[config.mk]
export PLATFORM = sky130hd
export DESIGN_NAME = decode_stage_pipe_flat
export DESIGN_NICKNAME = d
export VERILOG_FILES = /design/src/rtl/decode_stage_pipe_if.sv /design/src/rtl/decode_stage_pipe.sv /design/src/flat_wrapper.sv
export SDC_FILE = /design/constraint.sdc
export NUM_CORES = 1
export LEC_CHECK = 0
export ABC_AREA = 1
export BUFFER_PORTS_ARGS = -buffer_cell sky130_fd_sc_hd__buf_4
export CORE_ASPECT_RATIO = 0.9
export CORE_MARGIN = 3
export CORE_UTILIZATION = 40
export DETAILED_ROUTE_END_ITERATION = 10
export GPL_TIMING_DRIVEN = 0
export PLACE_DENSITY = 0.57
export SETUP_SLACK_MARGIN = 0.3
export SLEW_MARGIN = 15
export SYNTH_ARGS = -nofsm -noshare
export SYNTH_HDL_FRONTEND = slang
export SYNTH_SLANG_ARGS = --single-unit
[constraint.sdc]
create_clock -name clk -period 3.4 [get_ports clk]
set_input_delay 0.34 -clock clk [delete_from_list [all_inputs] [get_ports clk]]
set_output_delay 0.34 -clock clk [all_outputs]
set_load 0.01 [all_outputs]
[src/rtl/decode_stage_pipe_if.sv]
// Decode stage bus: fetch/writeback/execute-control inputs plus the registered ID/EX output bank.
// master = surrounding pipeline (fetch, execute, writeback); slave = decode_stage_pipe.
interface decode_stage_pipe_if #(
  parameter int XLEN   = 16,
  parameter int REG_AW = 4
);
  logic              in_valid;
  logic [XLEN-1:0]   pc_in;
  logic [XLEN-1:0]   IPCP2;
  logic [15:0]       ir_in;
  logic              stall_in;
  logic              flush_in;
  logic              rf_write;
  logic [REG_AW-1:0] loadAddr;
  logic [XLEN-1:0]   loadData;

  logic              out_valid, RegWrite, ALUSrc, MemWrite, MemRead, RegStore;
  logic [2:0]        ALUOp;
  logic [XLEN-1:0]   OPCP2, Arg1, Arg2, Arg3, Imm, new_pc;
  logic [REG_AW-1:0] Rs1, Rs2, Rd;
  logic              jump, stall_out;

  modport master (
    output in_valid, pc_in, IPCP2, ir_in, stall_in, flush_in, rf_write, loadAddr, loadData,
    input  out_valid, RegWrite, ALUSrc, MemWrite, MemRead, RegStore, ALUOp,
           OPCP2, Arg1, Arg2, Arg3, Imm, new_pc, Rs1, Rs2, Rd, jump, stall_out
  );

  modport slave (
    input  in_valid, pc_in, IPCP2, ir_in, stall_in, flush_in, rf_write, loadAddr, loadData,
    output out_valid, RegWrite, ALUSrc, MemWrite, MemRead, RegStore, ALUOp,
           OPCP2, Arg1, Arg2, Arg3, Imm, new_pc, Rs1, Rs2, Rd, jump, stall_out
  );
endinterface

[src/rtl/decode_stage_pipe.sv]
// ID stage: 16-bit decode, register file, branch/jump resolve, load-use interlock, ID/EX bank.
// Optional write-first register file bypass is enabled by defining DECODE_FWD_EN.
module decode_stage_pipe #(
  parameter int XLEN   = 16,
  parameter int REG_AW = 4
) (
  input  logic               clk,
  input  logic               reset,
  decode_stage_pipe_if.slave bus
);
  localparam int NREG = 2**REG_AW;
`ifdef DECODE_FWD_EN
  localparam bit FWD_EN = 1'b1;
`else
  localparam bit FWD_EN = 1'b0;
`endif

  typedef struct packed {
    logic              valid;
    logic              reg_write;
    logic              alu_src;
    logic              mem_write;
    logic              mem_read;
    logic              reg_store;
    logic [2:0]        alu_op;
    logic [XLEN-1:0]   opcp2;
    logic [XLEN-1:0]   arg1;
    logic [XLEN-1:0]   arg2;
    logic [XLEN-1:0]   arg3;
    logic [XLEN-1:0]   imm;
    logic [XLEN-1:0]   new_pc;
    logic [REG_AW-1:0] rs1;
    logic [REG_AW-1:0] rs2;
    logic [REG_AW-1:0] rd;
    logic              jump;
  } bank_t;

  bank_t                     bank_q, bank_d, dec;
  logic [NREG-1:0][XLEN-1:0] rf_q, rf_d;
  logic [3:0]                op;
  logic [REG_AW-1:0]         rd_i, rs1_i, rs2_i;
  logic [XLEN-1:0]           imm4, imm8, br_tgt, jal_tgt;
  logic                      hazard;

  // r0 is hardwired to zero, so it masks any bypass as well.
  function automatic logic [XLEN-1:0] rf_read(
    input logic [NREG-1:0][XLEN-1:0] rf,
    input logic [REG_AW-1:0]         idx,
    input logic                      we,
    input logic [REG_AW-1:0]         wa,
    input logic [XLEN-1:0]           wd
  );
    logic [XLEN-1:0] v;
    v = rf[idx];
    if (FWD_EN && we && (wa == idx)) v = wd;
    if (idx == '0) v = '0;
    return v;
  endfunction

  always_comb begin
    op      = bus.ir_in[15:12];
    rd_i    = bus.ir_in[8 +: REG_AW];
    rs1_i   = bus.ir_in[4 +: REG_AW];
    rs2_i   = bus.ir_in[0 +: REG_AW];
    imm4    = {{(XLEN-4){bus.ir_in[3]}}, bus.ir_in[3:0]};
    imm8    = {{(XLEN-8){bus.ir_in[7]}}, bus.ir_in[7:0]};
    br_tgt  = bus.pc_in + (imm4 << 1);
    jal_tgt = bus.pc_in + (imm8 << 1);

    dec        = '0;
    dec.valid  = 1'b1;
    dec.opcp2  = bus.IPCP2;
    dec.rs1    = rs1_i;
    dec.rs2    = rs2_i;
    dec.rd     = rd_i;
    dec.arg1   = rf_read(rf_q, rs1_i, bus.rf_write, bus.loadAddr, bus.loadData);
    dec.arg2   = rf_read(rf_q, rs2_i, bus.rf_write, bus.loadAddr, bus.loadData);
    dec.arg3   = rf_read(rf_q, rd_i,  bus.rf_write, bus.loadAddr, bus.loadData);
    dec.new_pc = bus.pc_in;

    case (op)
      4'h1, 4'h2, 4'h3, 4'h4, 4'h5, 4'h6, 4'h7: begin
        dec.reg_write = 1'b1;
        dec.alu_op    = op[2:0];
      end
      4'h8: begin
        dec.reg_write = 1'b1; dec.alu_src = 1'b1; dec.alu_op = 3'd1; dec.imm = imm4;
      end
      4'h9: begin
        dec.reg_write = 1'b1; dec.mem_read = 1'b1; dec.alu_src = 1'b1;
        dec.alu_op    = 3'd1; dec.imm = imm4;
      end
      4'hA: begin
        dec.mem_write = 1'b1; dec.reg_store = 1'b1; dec.alu_src = 1'b1;
        dec.alu_op    = 3'd1; dec.imm = imm4;
      end
      4'hB: if (dec.arg3 == dec.arg1) begin dec.jump = 1'b1; dec.new_pc = br_tgt; end
      4'hC: if (dec.arg3 != dec.arg1) begin dec.jump = 1'b1; dec.new_pc = br_tgt; end
      4'hD: begin dec.reg_write = 1'b1; dec.jump = 1'b1; dec.new_pc = jal_tgt; end
      4'hE: begin dec.jump = 1'b1; dec.new_pc = dec.arg1; end
      4'hF: begin
        dec.reg_write = 1'b1; dec.alu_src = 1'b1;
        dec.imm       = {bus.ir_in[7:0], {(XLEN-8){1'b0}}};
      end
      default: ;
    endcase
  end

  // A load in the bank whose destination feeds the incoming instruction costs one bubble.
  assign hazard = bank_q.valid & bank_q.mem_read & (bank_q.rd != '0) & bus.in_valid &
                  ((bank_q.rd == rs1_i) | (bank_q.rd == rs2_i) | (bank_q.rd == rd_i));

  always_comb begin
    bank_d = bank_q;
    if (bus.flush_in)                                   bank_d = '0;
    else if (bus.stall_in)                              bank_d = bank_q;
    else if (hazard || bank_q.jump || !bus.in_valid)    bank_d = '0;
    else                                                bank_d = dec;
  end

  always_comb begin
    rf_d = rf_q;
    if (bus.rf_write && (bus.loadAddr != '0)) rf_d[bus.loadAddr] = bus.loadData;
  end

  always_ff @(posedge clk) begin
    if (reset) begin
      bank_q <= '0;
      rf_q   <= '0;
    end else begin
      bank_q <= bank_d;
      rf_q   <= rf_d;
    end
  end

  assign bus.stall_out = bus.stall_in | hazard;
  assign bus.out_valid = bank_q.valid;
  assign bus.RegWrite  = bank_q.reg_write;
  assign bus.ALUSrc    = bank_q.alu_src;
  assign bus.MemWrite  = bank_q.mem_write;
  assign bus.MemRead   = bank_q.mem_read;
  assign bus.RegStore  = bank_q.reg_store;
  assign bus.ALUOp     = bank_q.alu_op;
  assign bus.OPCP2     = bank_q.opcp2;
  assign bus.Arg1      = bank_q.arg1;
  assign bus.Arg2      = bank_q.arg2;
  assign bus.Arg3      = bank_q.arg3;
  assign bus.Imm       = bank_q.imm;
  assign bus.new_pc    = bank_q.new_pc;
  assign bus.Rs1       = bank_q.rs1;
  assign bus.Rs2       = bank_q.rs2;
  assign bus.Rd        = bank_q.rd;
  assign bus.jump      = bank_q.jump;
endmodule

[src/flat_wrapper.sv]
// flat-port wrapper written by rule: the top's interface ports become plain ports
module decode_stage_pipe_flat 
#(
  parameter int XLEN   = 16,
  parameter int REG_AW = 4
)
  (clk, reset, bus_in_valid, bus_pc_in, bus_IPCP2, bus_ir_in, bus_stall_in, bus_flush_in, bus_rf_write, bus_loadAddr, bus_loadData, bus_out_valid, bus_RegWrite, bus_ALUSrc, bus_MemWrite, bus_MemRead, bus_RegStore, bus_ALUOp, bus_OPCP2, bus_Arg1, bus_Arg2, bus_Arg3, bus_Imm, bus_new_pc, bus_Rs1, bus_Rs2, bus_Rd, bus_jump, bus_stall_out);
  decode_stage_pipe_if #(.XLEN(XLEN), .REG_AW(REG_AW)) bus_i ();
  input  logic clk;
  input  logic reset;
  input wire logic [$bits(bus_i.in_valid)-1:0] bus_in_valid;
  input wire logic [$bits(bus_i.pc_in)-1:0] bus_pc_in;
  input wire logic [$bits(bus_i.IPCP2)-1:0] bus_IPCP2;
  input wire logic [$bits(bus_i.ir_in)-1:0] bus_ir_in;
  input wire logic [$bits(bus_i.stall_in)-1:0] bus_stall_in;
  input wire logic [$bits(bus_i.flush_in)-1:0] bus_flush_in;
  input wire logic [$bits(bus_i.rf_write)-1:0] bus_rf_write;
  input wire logic [$bits(bus_i.loadAddr)-1:0] bus_loadAddr;
  input wire logic [$bits(bus_i.loadData)-1:0] bus_loadData;
  output wire logic [$bits(bus_i.out_valid)-1:0] bus_out_valid;
  output wire logic [$bits(bus_i.RegWrite)-1:0] bus_RegWrite;
  output wire logic [$bits(bus_i.ALUSrc)-1:0] bus_ALUSrc;
  output wire logic [$bits(bus_i.MemWrite)-1:0] bus_MemWrite;
  output wire logic [$bits(bus_i.MemRead)-1:0] bus_MemRead;
  output wire logic [$bits(bus_i.RegStore)-1:0] bus_RegStore;
  output wire logic [$bits(bus_i.ALUOp)-1:0] bus_ALUOp;
  output wire logic [$bits(bus_i.OPCP2)-1:0] bus_OPCP2;
  output wire logic [$bits(bus_i.Arg1)-1:0] bus_Arg1;
  output wire logic [$bits(bus_i.Arg2)-1:0] bus_Arg2;
  output wire logic [$bits(bus_i.Arg3)-1:0] bus_Arg3;
  output wire logic [$bits(bus_i.Imm)-1:0] bus_Imm;
  output wire logic [$bits(bus_i.new_pc)-1:0] bus_new_pc;
  output wire logic [$bits(bus_i.Rs1)-1:0] bus_Rs1;
  output wire logic [$bits(bus_i.Rs2)-1:0] bus_Rs2;
  output wire logic [$bits(bus_i.Rd)-1:0] bus_Rd;
  output wire logic [$bits(bus_i.jump)-1:0] bus_jump;
  output wire logic [$bits(bus_i.stall_out)-1:0] bus_stall_out;
  assign bus_i.in_valid = bus_in_valid;
  assign bus_i.pc_in = bus_pc_in;
  assign bus_i.IPCP2 = bus_IPCP2;
  assign bus_i.ir_in = bus_ir_in;
  assign bus_i.stall_in = bus_stall_in;
  assign bus_i.flush_in = bus_flush_in;
  assign bus_i.rf_write = bus_rf_write;
  assign bus_i.loadAddr = bus_loadAddr;
  assign bus_i.loadData = bus_loadData;
  assign bus_out_valid = bus_i.out_valid;
  assign bus_RegWrite = bus_i.RegWrite;
  assign bus_ALUSrc = bus_i.ALUSrc;
  assign bus_MemWrite = bus_i.MemWrite;
  assign bus_MemRead = bus_i.MemRead;
  assign bus_RegStore = bus_i.RegStore;
  assign bus_ALUOp = bus_i.ALUOp;
  assign bus_OPCP2 = bus_i.OPCP2;
  assign bus_Arg1 = bus_i.Arg1;
  assign bus_Arg2 = bus_i.Arg2;
  assign bus_Arg3 = bus_i.Arg3;
  assign bus_Imm = bus_i.Imm;
  assign bus_new_pc = bus_i.new_pc;
  assign bus_Rs1 = bus_i.Rs1;
  assign bus_Rs2 = bus_i.Rs2;
  assign bus_Rd = bus_i.Rd;
  assign bus_jump = bus_i.jump;
  assign bus_stall_out = bus_i.stall_out;
  decode_stage_pipe #(.XLEN(XLEN), .REG_AW(REG_AW)) u_core (.clk(clk), .reset(reset), .bus(bus_i));
endmodule
==> flow_metrics.env, run 1 <==
export IMPL_status="finished, final reports clean"
export IMPL_die_y_um=232
export IMPL_async_flop_share_pct=0
export IMPL_whs_ns=0.0501
export IMPL_start_util_pct=40.6
export IMPL_io_buffers=188
export IMPL_rsz0062_at_grt="true"
export IMPL_synth_cell_type_count=46
export IMPL_synth_edf_count=0
export IMPL_dp_final_hpwl_um=102000
export IMPL_numCtsBuffers=44
export IMPL_required_ns=3.89
export IMPL_power_density_mw_per_mm2=458
export IMPL_synth_top_area_share_pct=32.6
export IMPL_p_leak_nw=11.7
export IMPL_holdPathEnd="u_core.bus.ALUOp[1]"
export IMPL_wl_um=134000
export IMPL_ys_ff_latch=369
export IMPL_die_w_um=257
export IMPL_yosys_top_cells_area="dfxtp_1 33%, nand2_1 14%, a21oi_1 12%"
export IMPL_postSynthAreaPerCell_um2=6.23
export IMPL_ios=193
export IMPL_dp_slack_ns=-1.65
export IMPL_seq_area_frac_synth_pct=32.6
export IMPL_drive_above_1_share_pct=10.7
export IMPL_path_class="in2reg"
export IMPL_grt_max_degree=13
export IMPL_place_congestion=1.07
export IMPL_hold_path_class="in2reg"
export IMPL_drc=0
export IMPL_n_fill_cell=6104
export IMPL_hp_start="bus_ir_in[13]"
export IMPL_crit_path_end_kind="register"
export IMPL_yosys_warnings=0
export IMPL_post_drt_wl_per_cell_um=28.7
export IMPL_clkTransAtPathRegs_ns=0.06
export IMPL_syn_area_mm2=0.0227
export IMPL_area_growth_pct=18.7
export IMPL_clock_sinks=369
export IMPL_finalClockSkew_ns=0.0404
export IMPL_period_share_pct=95.9
export IMPL_cp_arrival_ns=3.75
export IMPL_htree_levels=2
export IMPL_cts_root_buf="clkbuf_16"
export IMPL_layout_nets=3991
export IMPL_yosysTopAreaCell="dfxtp_1"
export IMPL_num_rows=82
export IMPL_grt_antenna_before_repair=6
export IMPL_drv_cap=0
export IMPL_ant_nets=0
export IMPL_finalMaxSlewViolations=0
export IMPL_synthFlopType="dfxtp_1"
export IMPL_clock_latency_ns=0.63
export IMPL_track_usage_pct=43.2
export IMPL_vias=28299
export IMPL_drtPass1Iterations=8
export IMPL_core_area_mm2=0.0559
export IMPL_hold_path_depth=3
export IMPL_overflow=0
export IMPL_cts_path_max_buffers=3
export IMPL_timing_rr_end="u_core.bus.new_pc[14]"
export IMPL_r2r_slack_ns=0.33
export IMPL_maxSlewHeadroom_pct=13.0
export IMPL_setup_ws_ns=0.140
export IMPL_min_period_ns=3.26
export IMPL_tightest_slew_ns=1.30
export IMPL_hold_viol_final=0
export IMPL_rr_startpoint="u_core.rf_q[173]"
export IMPL_crit_fanout=10
export IMPL_setup_worst_path_start_class="input port"
export IMPL_dieArea_mm2=0.0596
export IMPL_avgViaCountPerCell=6.05
export IMPL_synth_nets=3741
export IMPL_grt_first_pass_wirelength_um=186000
export IMPL_cts_tree="yes"
export IMPL_drt_iter0_drc=4252
export IMPL_setup_viol=0
export IMPL_fmax_ghz=0.307
export IMPL_p_total_mw=12.3
export IMPL_grt_pass1_vias=25219
export IMPL_syn_inst=3642
export IMPL_r2r_cells=19
export IMPL_peakVddDrop_v=0.000411
-- layout make-up --
type,count,area [um2],share of cell area (%)
timing repair buffer,206,1590,5.89
clock buffer,59,1240,4.59
tap,756,946,3.51
multi-input combinational,2609,12600,46.9
antenna,2,5.00,0.0186
buffer,294,1440,5.34
sequential,369,7390,27.4
inverter,368,1390,5.16
clock inverter,17,320,1.19
-- cell families (layout without fill, tap and decap cells) --
| group | Yosys count | after routing | share of synthesized area (%) |
|---|---|---|---|
| other cells | 0 | 2 | 0 |
| compound gates | 1079 | 1079 | 25.5 |
| flops | 369 | 369 | 32.6 |
| simple gates | 1479 | 1479 | 27.5 |
| xor+xnor | 26 | 26 | 1.00 |
| buf+inv | 664 | 944 | 12.0 |
| fa+ha+maj | 25 | 25 | 1.41 |
-- layout by cell type, fill, tap and decap left out, types with 16 or more instances in the layout --
cell type        n
a32oi_1         17
nand2_1        830
a22oi_1         25
clkbuf_1       179
clkbuf_16       44
a21oi_1        535
o21ai_0        399
buf_6           16
nand3_1        430
dlygate4sd3_1   16
nor2_1         171
dfxtp_1        369
clkbuf_2        16
buf_2           46
buf_4          214
o211ai_1        54
inv_1          346
ha_1            24
-- worst max path at each step --
stage / startpoint / slack [ns] / end
2_1_floorplan: bus_ir_in[1] / 0.38 / u_core.bus.new_pc[11]
3_3_place_gp: bus_ir_in[1] / -1.72 / u_core.bus.new_pc[15]
3_5_place_dp: bus_ir_in[1] / -1.65 / u_core.bus.new_pc[15]
4_1_cts: bus_ir_in[5] / 0.30 / u_core.bus.new_pc[15]
5_1_grt: bus_ir_in[8] / 0.24 / u_core.bus.new_pc[14]
6_report: bus_ir_in[0] / 0.14 / u_core.bus.Arg2[11]
-- power breakdown --
part           switching [mW]  internal [mW]
clock                    2.17           3.16
combinational            1.87          0.681
sequential             0.0453           4.41
total                    4.09           8.26
-- flip-flops by register name (all words and copies together), names as in the netlist --
| name | cells |
|---|---|
| u_core.bus.RegWrite | 1 |
| u_core.bus.jump | 1 |
| u_core.bus.Arg1 | 16 |
| u_core.bus.Rs1 | 4 |
| u_core.bus.RegStore | 1 |
| u_core.bus.out_valid | 1 |
| u_core.bus.ALUOp | 3 |
| u_core.bus.Arg3 | 16 |
| u_core.bus.ALUSrc | 1 |
| u_core.bus.Rd | 4 |
| u_core.bus.new_pc | 16 |
| u_core.bus.Imm | 12 |
| u_core.bus.Arg2 | 16 |
| u_core.bus.Rs2 | 4 |
| u_core.rf_q | 256 |
| u_core.bus.MemRead | 1 |
| u_core.bus.OPCP2 | 16 |
-- worst max-delay path, stage by stage --
cell and delay [ns]:
buf_4 0.24, inv_1 0.10, clkbuf_1 0.35, clkbuf_2 0.52
clkbuf_2 0.53, o21ai_0 0.57, nand3_1 0.32, a311o_1 0.47
a32oi_1 0.23, nor2_1 0.05
-- Yosys cell counts, drive strengths merged, types with 24 or more instances --
| master | count |
|---|---|
| nand2 | 841 |
| a21oi | 536 |
| nand3 | 433 |
| o21ai | 414 |
| dfxtp | 369 |
| inv | 361 |
| clkbuf | 195 |
| nor2 | 178 |
| buf | 101 |
| o211ai | 54 |
| a22oi | 25 |
| ha | 24 |
-- metal layers --
metal | wire [um] | GRT usage, % | vias up
li1 | - | - | 12626
met1 | 55200 | 59.6 | 13264
met2 | 53200 | 60.2 | 2005
met3 | 18100 | 12.8 | 402
met4 | 7890 | 22.8 | 2
met5 | 13 | 0 | -
-- through the flow --
stage | setup TNS [ns] | utilization [%] | instance area [um2] | std cells
CTS | 0 | 48.0 | 26800 | 4678
detailed placement | -33.66 | 44.8 | 25100 | 4586
finish | 0 | 48.2 | 26900 | 4680
global route | 0 | 48.2 | 26900 | 4678
floorplan | 0 | - | 22700 | 3642
global placement | -36.11 | 44.8 | 25000 | 4586
-- what timing repair did --
action,CTS,global route
setup buffers,2,0
pin swaps,1,1
endpoints found under the setup margin,32,27
hold buffers,16,0
hold endpoints to repair,16,0
resized for setup,32,42
No activity file was read; power rests on OpenSTA's default activity.
==> run 2, diff against run 1 <==
--- a/config.mk
+++ b/config.mk
@@ -11,7 +11,6 @@
 export CORE_MARGIN = 3
 export CORE_UTILIZATION = 40
 export DETAILED_ROUTE_END_ITERATION = 10
-export GPL_TIMING_DRIVEN = 0
 export PLACE_DENSITY = 0.57
 export SETUP_SLACK_MARGIN = 0.3
 export SLEW_MARGIN = 15
==> flow_metrics.env, run 2 (synthesized netlist as in run 1, its figures left out) <==
export IMPL_status="finished, final reports clean"
export IMPL_die_w_um=257
export IMPL_maxSlewHeadroom_pct=31.0
export IMPL_largest_reg_flops=256
export IMPL_cts_root_buf="clkbuf_16"
export IMPL_switchingPower_mw=3.70
export IMPL_grt_antenna_before_repair=7
export IMPL_place_congestion=0.962
export IMPL_die_y_um=232
export IMPL_clkTransAtPathRegs_ns=0.07
export IMPL_fmax_ghz=0.365
export IMPL_utilization_pct=48.0
export IMPL_pwr_share_comb_pct=18.3
export IMPL_wl_um=99100
export IMPL_dieArea_mm2=0.0596
export IMPL_switching_share_pct=30.4
export IMPL_tightest_slew_ns=1.04
export IMPL_period_share_pct=80.7
export IMPL_area_growth_pct=18.3
export IMPL_grt_max_degree=114
export IMPL_htree_levels=2
export IMPL_setup_viol=0
export IMPL_hold_viol_final=0
export IMPL_rsz0062_at_grt="false"
export IMPL_setup_worst_path_start_class="register"
export IMPL_ios=193
export IMPL_drv_cap=0
export IMPL_drive_above_1_share_pct=11.5
export IMPL_clock_latency_ns=0.61
export IMPL_mostFrequentLayoutCells="836 x nand2_1, 536 x a21oi_1, 432 x nand3_1"
export IMPL_min_period_ns=2.74
export IMPL_post_cts_buffers=0
export IMPL_numCtsBuffers=43
export IMPL_cts_path_max_buffers=3
export IMPL_drt_iter0_drc=3141
export IMPL_power_density_mw_per_mm2=454
export IMPL_n_fill_cell=5828
export IMPL_hold_path_class="in2reg"
export IMPL_regMostFlops="u_core.rf_q"
export IMPL_max_stage_delay_ns=0.74
export IMPL_peakVddDrop_v=0.000380
export IMPL_cp_arrival_ns=3.26
export IMPL_crit_fanout=41
export IMPL_ant_nets=0
export IMPL_dp_final_hpwl_um=65700
export IMPL_cp_slowest_cell="nor2_4"
export IMPL_crit_path_cell_trace="xnor2_1, nand4_1, o311ai_1, nand4_1, inv_1, nor2_1, nand2_1, nor2_4, inv_1, buf_4, a21oi_1, nand2_1, a21oi_1"
export IMPL_finalMaxSlewViolations=0
export IMPL_core_area_mm2=0.0559
export IMPL_finalClockSkew_ns=0.0332
export IMPL_fin_tns_setup_ns=0
export IMPL_seqPwrFrac_pct=36.6
export IMPL_clock_power_share_pct=45.1
export IMPL_io_buffers=192
export IMPL_track_usage_pct=31.9
export IMPL_crit_path_end_kind="register"
export IMPL_cts_resized=0
export IMPL_avgViaCountPerCell=5.61
export IMPL_clock_sinks=369
export IMPL_num_rows=82
export IMPL_final_common_cell="nand2_1"
export IMPL_drtPass1Iterations=6
export IMPL_required_ns=3.92
export IMPL_p_leak_nw=11.8
export IMPL_post_drt_wl_per_cell_um=21.9
export IMPL_p_int_mw=8.47
export IMPL_overflow=0
export IMPL_grt_pass1_vias=22789
export IMPL_vias=25349
export IMPL_grt_first_pass_wirelength_um=147000
export IMPL_p_total_mw=12.2
export IMPL_start_util_pct=40.6
export IMPL_cts_tree="yes"
export IMPL_drc=0
export IMPL_ctsHoldBuffers=16
export IMPL_layout_nets=3827
export IMPL_path_class="reg2reg"
-- run 2: cell types whose count changed in the layout (fill, tap and decap cells not counted), moves of 6 or more --
cell      change
nand2_2       -6
clkbuf_1    -174
buf_6        -15
buf_4        +83
buf_2        -46
nand2_1       +6
clkbuf_2     -16
clkbuf_4      -8
buf_12       +23
buf_1        -10
-- run 2: layout make-up --
cell class	count	area, um2	area share [%]
diodes	2	5.00	0.0186
clock buffers	62	1290	4.80
clock inverters	18	375	1.40
inverters	368	1390	5.19
multi-input cells	2609	12600	46.9
flip-flops and latches	369	7390	27.5
well taps	756	946	3.52
repair buffers	337	2860	10.7
-- run 2: metal layers --
metal | GRT usage [%] | share of wire (%) | up-vias
li1 | - | - | 12292
met1 | 43.6 | 43 | 11662
met2 | 49.3 | 44 | 1140
met3 | 5.89 | 8.9 | 243
met4 | 13.5 | 4.4 | 12
met5 | 0 | 0.076 | -
-- run 2: power groups by stage --
stage	registers (mW)	clock network (mW)	logic, mW
after floorplan	4.55	0	1.32
after global placement	4.55	0	2.15
after detailed placement	4.55	0	2.15
after CTS	4.45	5.52	2.18
after global routing	4.46	5.69	2.42
final	4.45	5.49	2.23
-- run 2: per-stage QoR --
stage | area (um2) | std cells | setup slack, ns | hold WS [ns]
global placement | 25000 | 4423 | 0.416 | 0.453
finish | 26800 | 4521 | 0.658 | 0.0312
detailed placement | 25000 | 4423 | 0.390 | 0.449
CTS | 26800 | 4519 | 0.701 | 0.0161
global route | 26800 | 4519 | 0.360 | 0.0453
floorplan | 22700 | 3642 | 0.383 | 0.434
-- run 2: worst max-delay path, delay by kind of cell (launching register included) --
family	cells	cell delay (ns)
AO/OA/AOI/OAI	3	0.36
flip-flops	1	0.53
AND/OR/NAND/NOR	6	1.15
buffers and inverters	3	0.46
XOR/XNOR	1	0.12
-- run 2: final timing paths --
| check | startpoint | end | slack [ns] | cells past startpoint |
|---|---|---|---|---|
| setup / recovery | u_core.bus.Rd[2] | u_core.bus.new_pc[13] | 0.66 | 13 |
| hold / removal | bus_ir_in[13] | u_core.bus.ALUOp[1] | 0.03 | 3 |
| setup reg to reg | u_core.bus.Rd[2] | u_core.bus.new_pc[13] | 0.66 | 13 |
| hold reg to reg | u_core.bus.OPCP2[10] | u_core.bus.OPCP2[10] | 0.46 | 2 |
